File: config.mk
export PLATFORM = sky130hd
export DESIGN_NAME = iter_fft_mem_ctrl_flat
export DESIGN_NICKNAME = d
export VERILOG_FILES = /design/src/rtl/iter_fft_mem_ctrl_if.sv /design/src/rtl/iter_fft_mem_ctrl.sv /design/src/flat_wrapper.sv
export SDC_FILE = /design/constraint.sdc
export NUM_CORES = 1
export LEC_CHECK = 0
export ABC_AREA = 1
export ABC_CLOCK_PERIOD_IN_PS = 3700
export CORE_MARGIN = 1
export CORE_UTILIZATION = 55
export CTS_CLUSTER_SIZE = 24
export DETAILED_ROUTE_END_ITERATION = 6
export GPL_TIMING_DRIVEN = 0
export PLACE_DENSITY = 0.79
export SLEW_MARGIN = 20
export SYNTH_ARGS = -nofsm -noshare
export SYNTH_HDL_FRONTEND = slang
export SYNTH_SLANG_ARGS = --single-unit
export TNS_END_PERCENT = 100
File: constraint.sdc
create_clock -name CLK -period 3.7 [get_ports CLK]
set_input_delay 0.925 -clock CLK [delete_from_list [all_inputs] [get_ports CLK]]
set_output_delay 0.925 -clock CLK [all_outputs]
set_load 0.01 [all_outputs]
File: src/rtl/iter_fft_mem_ctrl_if.sv
// iter_fft_mem_ctrl_if: start/status and RAM/twiddle address bundle of the FFT sequencer
interface iter_fft_mem_ctrl_if #(
    parameter int AWL = 8
);
    localparam int SW = $clog2(AWL) + 1;
    logic i_START;
    logic o_BUSY;
    logic o_DONE;
    logic [SW-1:0] o_STAGE;
    logic o_RD_EN;
    logic o_RD_BANK;
    logic [AWL-1:0] o_RD_ADDR_A;
    logic [AWL-1:0] o_RD_ADDR_B;
    logic [AWL-2:0] o_TW_ADDR;
    logic o_WR_EN;
    logic o_WR_BANK;
    logic [AWL-1:0] o_WR_ADDR_A;
    logic [AWL-1:0] o_WR_ADDR_B;
    logic o_RES_BANK;
    modport master (
        input  i_START,
        output o_BUSY, o_DONE, o_STAGE, o_RD_EN, o_RD_BANK, o_RD_ADDR_A, o_RD_ADDR_B,
               o_TW_ADDR, o_WR_EN, o_WR_BANK, o_WR_ADDR_A, o_WR_ADDR_B, o_RES_BANK
    );
    modport slave (
        output i_START,
        input  o_BUSY, o_DONE, o_STAGE, o_RD_EN, o_RD_BANK, o_RD_ADDR_A, o_RD_ADDR_B,
               o_TW_ADDR, o_WR_EN, o_WR_BANK, o_WR_ADDR_A, o_WR_ADDR_B, o_RES_BANK
    );
endinterface

File: src/rtl/iter_fft_mem_ctrl.sv
// iter_fft_mem_ctrl: ping-pong bank sequencer for an iterative radix-2 DIT FFT
module iter_fft_mem_ctrl #(
    parameter int AWL = 8,
    parameter int PIPE_LAT = 4
) (
    input logic CLK,
    input logic RSTn,
    iter_fft_mem_ctrl_if.master bus
);
    localparam int SW = $clog2(AWL) + 1;
    localparam int KW = AWL - 1;
    typedef enum logic [1:0] {IDLE, READ, DRAIN, DONE} state_t;
    state_t state, state_n;
    logic [KW-1:0] k, k_n, tw, tw_n;
    logic [SW-1:0] stage, stage_n;
    logic [3:0] cnt, cnt_n;
    logic bank, bank_n, res, res_n, busy, done, rd_en;
    logic [AWL-1:0] rd_a, rd_b, ke, span, mask, lo, a_n;
    logic [PIPE_LAT-1:0] dl_en, dl_bank;
    logic [AWL-1:0] dl_a [PIPE_LAT];
    logic [AWL-1:0] dl_b [PIPE_LAT];
    always_comb begin
        state_n = state;
        k_n = k;
        stage_n = stage;
        cnt_n = cnt;
        bank_n = bank;
        res_n = res;
        case (state)
            IDLE: if (bus.i_START) begin
                state_n = READ;
                k_n = '0;
                stage_n = '0;
                bank_n = 1'b0;
                res_n = 1'b0;
            end
            READ: if (k == '1) begin
                state_n = DRAIN;
                cnt_n = '0;
            end else k_n = k + KW'(1);
            DRAIN: if (cnt != 4'(PIPE_LAT - 1)) cnt_n = cnt + 4'd1;
            else if (stage == SW'(AWL - 1)) begin
                state_n = DONE;
                res_n = 1'(AWL % 2);
            end else begin
                state_n = READ;
                stage_n = stage + SW'(1);
                bank_n = ~bank;
                k_n = '0;
            end
            DONE: state_n = IDLE;
        endcase
        // operand A is k with a zero bit inserted at position stage; B sets that bit
        span = AWL'(1) << stage_n;
        mask = span - AWL'(1);
        ke = AWL'(k_n);
        lo = ke & mask;
        a_n = ((ke & ~mask) << 1) | lo;
        tw_n = KW'(lo << (SW'(KW) - stage_n));
    end
    always_ff @(posedge CLK) begin
        if (!RSTn) begin
            state <= IDLE;
            k <= '0;
            stage <= '0;
            cnt <= '0;
            bank <= 1'b0;
            res <= 1'b0;
            busy <= 1'b0;
            done <= 1'b0;
            rd_en <= 1'b0;
            rd_a <= '0;
            rd_b <= '0;
            tw <= '0;
            dl_en <= '0;
            dl_bank <= '0;
            for (int i = 0; i < PIPE_LAT; i++) begin
                dl_a[i] <= '0;
                dl_b[i] <= '0;
            end
        end else begin
            state <= state_n;
            k <= k_n;
            stage <= stage_n;
            cnt <= cnt_n;
            bank <= bank_n;
            res <= res_n;
            busy <= state_n == READ || state_n == DRAIN;
            done <= state_n == DONE;
            rd_en <= state_n == READ;
            if (state_n == READ) begin
                rd_a <= a_n;
                rd_b <= a_n | span;
                tw <= tw_n;
            end
            dl_en <= PIPE_LAT'({dl_en, rd_en});
            dl_bank <= PIPE_LAT'({dl_bank, ~bank});
            for (int i = PIPE_LAT - 1; i > 0; i--) begin
                dl_a[i] <= dl_a[i-1];
                dl_b[i] <= dl_b[i-1];
            end
            dl_a[0] <= rd_a;
            dl_b[0] <= rd_b;
        end
    end
    assign bus.o_BUSY = busy;
    assign bus.o_DONE = done;
    assign bus.o_STAGE = stage;
    assign bus.o_RD_EN = rd_en;
    assign bus.o_RD_BANK = bank;
    assign bus.o_RD_ADDR_A = rd_a;
    assign bus.o_RD_ADDR_B = rd_b;
    assign bus.o_TW_ADDR = tw;
    assign bus.o_WR_EN = dl_en[PIPE_LAT-1];
    assign bus.o_WR_BANK = dl_bank[PIPE_LAT-1];
    assign bus.o_WR_ADDR_A = dl_a[PIPE_LAT-1];
    assign bus.o_WR_ADDR_B = dl_b[PIPE_LAT-1];
    assign bus.o_RES_BANK = res;
endmodule

File: src/flat_wrapper.sv
// flat-port wrapper written by rule: the top's interface ports become plain ports
module iter_fft_mem_ctrl_flat 
#(
    parameter int AWL = 8,
    parameter int PIPE_LAT = 4
)
  (CLK, RSTn, bus_i_START, bus_o_BUSY, bus_o_DONE, bus_o_STAGE, bus_o_RD_EN, bus_o_RD_BANK, bus_o_RD_ADDR_A, bus_o_RD_ADDR_B, bus_o_TW_ADDR, bus_o_WR_EN, bus_o_WR_BANK, bus_o_WR_ADDR_A, bus_o_WR_ADDR_B, bus_o_RES_BANK);
  iter_fft_mem_ctrl_if #(.AWL(AWL)) bus_i ();
  input logic CLK;
  input logic RSTn;
  input wire logic [$bits(bus_i.i_START)-1:0] bus_i_START;
  output wire logic [$bits(bus_i.o_BUSY)-1:0] bus_o_BUSY;
  output wire logic [$bits(bus_i.o_DONE)-1:0] bus_o_DONE;
  output wire logic [$bits(bus_i.o_STAGE)-1:0] bus_o_STAGE;
  output wire logic [$bits(bus_i.o_RD_EN)-1:0] bus_o_RD_EN;
  output wire logic [$bits(bus_i.o_RD_BANK)-1:0] bus_o_RD_BANK;
  output wire logic [$bits(bus_i.o_RD_ADDR_A)-1:0] bus_o_RD_ADDR_A;
  output wire logic [$bits(bus_i.o_RD_ADDR_B)-1:0] bus_o_RD_ADDR_B;
  output wire logic [$bits(bus_i.o_TW_ADDR)-1:0] bus_o_TW_ADDR;
  output wire logic [$bits(bus_i.o_WR_EN)-1:0] bus_o_WR_EN;
  output wire logic [$bits(bus_i.o_WR_BANK)-1:0] bus_o_WR_BANK;
  output wire logic [$bits(bus_i.o_WR_ADDR_A)-1:0] bus_o_WR_ADDR_A;
  output wire logic [$bits(bus_i.o_WR_ADDR_B)-1:0] bus_o_WR_ADDR_B;
  output wire logic [$bits(bus_i.o_RES_BANK)-1:0] bus_o_RES_BANK;
  assign bus_i.i_START = bus_i_START;
  assign bus_o_BUSY = bus_i.o_BUSY;
  assign bus_o_DONE = bus_i.o_DONE;
  assign bus_o_STAGE = bus_i.o_STAGE;
  assign bus_o_RD_EN = bus_i.o_RD_EN;
  assign bus_o_RD_BANK = bus_i.o_RD_BANK;
  assign bus_o_RD_ADDR_A = bus_i.o_RD_ADDR_A;
  assign bus_o_RD_ADDR_B = bus_i.o_RD_ADDR_B;
  assign bus_o_TW_ADDR = bus_i.o_TW_ADDR;
  assign bus_o_WR_EN = bus_i.o_WR_EN;
  assign bus_o_WR_BANK = bus_i.o_WR_BANK;
  assign bus_o_WR_ADDR_A = bus_i.o_WR_ADDR_A;
  assign bus_o_WR_ADDR_B = bus_i.o_WR_ADDR_B;
  assign bus_o_RES_BANK = bus_i.o_RES_BANK;
  iter_fft_mem_ctrl #(.AWL(AWL), .PIPE_LAT(PIPE_LAT)) u_core (.CLK(CLK), .RSTn(RSTn), .bus(bus_i));
endmodule
Word-level counts from Yosys, hierarchy flattened --
Memories as Yosys holds them, arrays and structs flattened. Index checks and enable logic that the tools add are counted.
Storage, ports and cells: register bits 53, latch bits 0, bits in writable memories 64, bits in read-only memories 0, input bits 3, output and inout port bits 50, memories kept 2
Operators by class: add/subtract/negate cells 5, multiply operators 0, div/mod/pow operators 0, magnitude comparators 0, eq/ne operators 15, shifts and indexed selects 2, mux-type cells 34, bitwise operators 14, reduce and logical (&&, ||, !) cells 7
Memory list:
- u_core.dl_a | words 4, bits a word 8, rd ports 4, clocked after Yosys merged registers in 0, wr ports 4, line iter_fft_mem_ctrl.sv:20 | logic [AWL-1:0] dl_a [PIPE_LAT];
- u_core.dl_b | words 4, bits a word 8, rd ports 4, clocked after Yosys merged registers in 0, wr ports 4, line iter_fft_mem_ctrl.sv:21 | logic [AWL-1:0] dl_b [PIPE_LAT];
Operators by type and width (count):
- 2-to-1 mux 8 bit | 8
- 2-to-1 mux 7 bit | 4
- one-hot mux 7 bit (3 select lines) | 1
- 2-to-1 mux 4 bit | 5
- bitwise OR 8 bit | 2
- one-hot mux 4 bit (2 select lines) | 2
- adder 4 x 1 -> 4 bit (second input constant) | 2
- bitwise AND 7 x 8 -> 8 bit | 1
- == test 2 bit (second input constant) | 4
- 2-to-1 mux 2 bit | 4
- bitwise OR 1 bit | 8
- one-hot mux 2 bit (4 select lines) | 1
- AND reduction 4 bit | 2
- << shifter 1 x 4 -> 8 bit (first input constant) | 1
- << shifter 8 x 4 -> 7 bit | 1
- subtractor 8 x 1 -> 8 bit (second input constant) | 1
- adder 7 x 1 -> 7 bit (second input constant) | 1
- bitwise AND 7 bit | 1
- == test 7 bit (second input constant) | 1
- 2-to-1 mux 1 bit | 7
- NOT 7 bit | 1
- != test 2 x 1 -> 1 bit (second input constant) | 3
- != test 2 bit (second input constant) | 3
- == test 2 x 1 -> 1 bit (second input constant) | 2
- other kinds (9) | 11

Depth between registers and ports, before layout --
depth after elaboration 10, depth in mapped cells 25, depth with buffers taken out 25

Worst setup path before layout --
OpenSTA, ideal clock, no wires.
kind input-to-reg, start point input port bus_i_START, end point register u_core.tw[6], in the netlist u_core.bus.o_TW_ADDR[6], data arrival time 2.724 ns, required time 3.632 ns, setup slack 0.908 ns, stages on the path 21, cell sequence nand2_1 -> nand2_2 -> inv_1 -> nand2_1 -> nand2_1 -> nor2_4 -> nor2_8 -> inv_4 -> nand2_2 -> nor2_1 -> inv_1 -> ha_1 -> inv_1 -> nand4_1 -> nand2_1 -> nand2_1 -> a21oi_1 -> nand2_1 -> nand2_1 -> nand2_1 -> a21oi_2
Between the ends: cells in the longest elaborated chain, start to end 6
RTL lines:
- start, declared | line flat_wrapper.sv:11 | input wire logic [$bits(bus_i.i_START)-1:0] bus_i_START;
- 2-to-1 mux 4 bit | line iter_fft_mem_ctrl.sv:30 | IDLE: if (bus.i_START) begin
- one-hot mux 4 bit (2 select lines) | line iter_fft_mem_ctrl.sv:29 | case (state)
- << shifter 1 x 4 -> 8 bit | line iter_fft_mem_ctrl.sv:54 | span = AWL'(1) << stage_n;
- subtractor 8 x 1 -> 8 bit | line iter_fft_mem_ctrl.sv:55 | mask = span - AWL'(1);
- bitwise AND 7 x 8 -> 8 bit | line iter_fft_mem_ctrl.sv:57 | lo = ke & mask;
- << shifter 8 x 4 -> 7 bit | line iter_fft_mem_ctrl.sv:59 | tw_n = KW'(lo << (SW'(KW) - stage_n));
- end signal, assigned | line iter_fft_mem_ctrl.sv:94 | tw <= tw_n;
- end, declared | line iter_fft_mem_ctrl.sv:14 | logic [KW-1:0] k, k_n, tw, tw_n;
Parallel ways exist; a longest one is shown, timed or not. A chain may end at the register's enable or synchronous reset.

Worst setup path in the final report --
start point register u_core.state[0], end point register u_core.tw[6], in the netlist u_core.bus.o_TW_ADDR[6]
Between the ends: cells in the longest elaborated chain, start to end 6
RTL lines:
- start, declared | line iter_fft_mem_ctrl.sv:13 | state_t state, state_n;
- start signal, assigned | line iter_fft_mem_ctrl.sv:82 | state <= state_n;
- == test 2 bit / logical NOT 2 bit (equally long branches) | line iter_fft_mem_ctrl.sv:29
- one-hot mux 4 bit (2 select lines) | line iter_fft_mem_ctrl.sv:29
- << shifter 1 x 4 -> 8 bit | line iter_fft_mem_ctrl.sv:54
- subtractor 8 x 1 -> 8 bit | line iter_fft_mem_ctrl.sv:55
- bitwise AND 7 x 8 -> 8 bit | line iter_fft_mem_ctrl.sv:57
- << shifter 8 x 4 -> 7 bit | line iter_fft_mem_ctrl.sv:59
Parallel ways exist; a longest one is shown, timed or not.

==> impl_metrics.yaml <==
die:
  ios: 53
  row_count: 32
  start_util_pct: 58.0
  coreArea_um2: 7850
  die_height_um: 93.0
  die_w_um: 93.0
  dieArea_um2: 8640
logic_synthesis:
  yosys-top-cells-area: "dfxtp_1 (51%), nand2_1 (14%), inv_1 (10%), ha_1 (2.8%), nand3_1 (2.6%)"
  synth-edff-count: 0
  synth-seq-area-share_pct: 51.0
  synthTopCellsByCount: "nand2_1 (164), inv_1 (122), dfxtp_1 (116)"
  syn_nets: 608
  synth.distinct_cells: 37
  yosys.area.top_type_share_pct: 51.0
  synth_seq_cells: 116
  synthCells: 595
  yosysWarnings: 0
  synth_top_area_cell: "dfxtp_1"
  synthFlopType: "dfxtp_1"
  synth.most_common_cell: "nand2_1"
  syn-cell-area_um2: 4550
  async_reset_ff_share_pct: 0
  syn_area_per_cell_um2: 7.65
placed_design:
  place_hpwl_um: 7180
  placed_cell_area_um2: 5190
  io_buffers: 51
  dp_slack_ns: -0.00632
  gp_congestion: 0.958
grt:
  grt_pass1_vias: 3713
  grt_pass1_wl_um: 17700
  gr-usage-all-layers_pct: 27.1
  antenna_found_initial: 0
  grt_overflow: 0
  grt_max_degree: 17
final_layout:
  stdcell_area_um2: 5760
  drive_gt1_share_pct: 10.2
  area_growth_syn_to_layout_pct: 26.6
  diodes: 0
  nets: 678
routing:
  vias_per_cell: 4.93
  drc: 0
  postRouteAntennaNets: 0
  drtPass1Iterations: 5
  drtIter0Drc: 249
  vias: 3849
  drt_wl_total_um: 10600
  wl_per_cell_um: 13.6
cts:
  clock-sinks: 116
  post_cts_buffers: 0
  ctsHoldBuffers: 0
  path_clk_slew_ns: 0.06
  tritoncts: "done"
  htreeDepth: 4
  clk_path_buf_depth: 2
  cts_resized: 0
  insertion_delay_ns: 0.52
  cts_buffers: 17
  cts_root_buffer: "clkbuf_8"
min_path:
  hold_path_class: "flip-flop to flip-flop"
power_and_ir_drop:
  pwr-share-clk_pct: 50.5
  swShare_pct: 26.3
  p_leak_nw: 3.00
  ir_drop_v: 0.000366
  p_switching_mw: 0.817
  p_comb_share_pct: 7.4
  p_int_mw: 2.30
  power.density_nw_per_um2: 540
  seq_power_share_pct: 42.1
job:
  cap_violations: 0
timing:
  finalCritPeriodShare_pct: 87.5
  max_freq_mhz: 309
  setup_viol: 0
  final-hold-violation-count: 0
  rsz0062_at_grt: "false"
  slew_violations: 0
  slew_headroom_pct: 58.9
  worst_slack_ns: 0.464
  fin_skew_ns: 0.00718
  tns_ns: 0
  period_needed_ns: 3.24
  worst_slew_pin_slew_ns: 0.617
critical_path:
  end_kind: "flip-flop"
  cp-start-kind: "flip-flop"
  criticalPathCategory: "flip-flop to flip-flop"
  cp_max_fo: 10
  critPathMostFrequentCell: "nand2_1"
  cp_top_family: "simple AND/OR/NAND/NOR gates"
  slowest_delay_ns: 0.39
  cp_num_buf_inv: 5
  worst_path_max_delay_cell: "dfxtp_1"
  path_cells: "inv_1 -> ha_1 -> buf_6 -> nor2_2 -> nor2_1 -> a21oi_2 -> nor2_8 -> inv_4 -> nand2_2 -> nor2_1 -> inv_1 -> ha_1 -> inv_1 -> nand4_1 -> nand2_1 -> nand2_1 -> a21oi_1 -> nand2_1 -> nand2_1 -> nand2_1 -> a21oi_2"
  arrival_ns: 3.68
  critPathRequiredTime_ns: 4.15
status:
  status: "completed"
[sequential cells by signal, indices dropped and copies added (netlist names), 4 cells and up]
signal and flops:
u_core.dl_en 4, u_core.bus.o_RD_ADDR_B 8, u_core.dl_a 32, u_core.bus.o_RD_ADDR_A 8
u_core.cnt 4, u_core.bus.o_TW_ADDR 7, u_core.dl_bank 4, u_core.dl_b 32
u_core.bus.o_STAGE 4, u_core.k 7
[through the flow]
step	total power [mW]	util (%)	hold slack [ns]	instances
after CTS	3.13	73.4	0.410	780
after global placement	1.56	66.1	0.391	748
after floorplan	1.47	-	0.386	595
after detailed placement	1.56	66.1	0.395	748
after global routing	3.23	73.4	0.427	780
final	3.11	73.4	0.407	780
[layer usage]
layer  part of all wire (%)  up-vias  GRT usage, %
met5                      0        -             0
met4                   0.92        0          9.62
met3                    4.3       12          7.39
met2                     50      105          44.5
met1                     45     1784          34.0
li1                       -     1948             -
[cells by family (layout without fill, tap and decap cells)]
| kind of cell | after synthesis | count (layout) | synth area share (%) |
|---|---|---|---|
| simple gates | 257 | 257 | 25.2 |
| fa+ha+maj | 10 | 10 | 2.75 |
| xor+xnor | 1 | 1 | 0.193 |
| flops | 116 | 116 | 51.0 |
| other cells | 1 | 1 | 0.0824 |
| compound gates | 66 | 66 | 8.31 |
| buf+inv | 144 | 227 | 12.4 |
[cell usage in the layout (no fill, tap or decap), types with 4 or more instances in the layout]
| cell | n |
|---|---|
| nor2_1 | 31 |
| nand4_1 | 7 |
| clkbuf_16 | 16 |
| nand2_2 | 6 |
| nand3_2 | 7 |
| nor3_1 | 4 |
| ha_1 | 10 |
| clkbuf_1 | 9 |
| o21ai_1 | 5 |
| nand3_1 | 24 |
| inv_1 | 122 |
| inv_8 | 4 |
| dfxtp_1 | 116 |
| clkdlybuf4s50_1 | 51 |
| a21oi_1 | 19 |
| o21ai_0 | 24 |
| nor2_2 | 7 |
| nand2_1 | 164 |
| o22ai_1 | 5 |
| inv_6 | 6 |
[final timing paths]
path | slack [ns] | from | endpoint | cells past startpoint
min | 0.41 | u_core.dl_b[0][7] | u_core.dl_b[1][7] | 2
min reg2reg | 0.41 | u_core.dl_b[0][7] | u_core.dl_b[1][7] | 2
max reg2reg | 0.46 | u_core.state[0] | u_core.bus.o_TW_ADDR[6] | 21
max | 0.46 | u_core.state[0] | u_core.bus.o_TW_ADDR[6] | 21
[power groups by stage]
| stage | clock network (mW) | registers, mW | logic (mW) |
|---|---|---|---|
| after floorplan | 0 | 1.34 | 0.128 |
| after CTS | 1.59 | 1.31 | 0.230 |
| after detailed placement | 0 | 1.34 | 0.226 |
| final | 1.57 | 1.31 | 0.231 |
| after global routing | 1.66 | 1.32 | 0.257 |
| after global placement | 0 | 1.34 | 0.222 |
[worst register-to-register path: cells and delay by family, from the launching register on]
| kind | cells | cell delay (ns) |
|---|---|---|
| and+or+nand+nor | 11 | 1.10 |
| buffers and inverters | 5 | 0.62 |
| adders and majority gates | 2 | 0.55 |
| AOI/OAI and AO/OA | 3 | 0.52 |
| DFF | 1 | 0.39 |
[area by class of cell]
type                            instances  area, um2
Sequential cell                       116       2320
Fill cell                             636       2090
Multi-Input combinational cell        335       1660
Timing Repair Buffer                   51        510
Inverter                              128        483
Clock buffer                           17        414
Clock inverter                         15        159
Tap cell                              102        128
Buffer                                 16       82.6
Note: power is estimated with default switching activity, not from simulation.
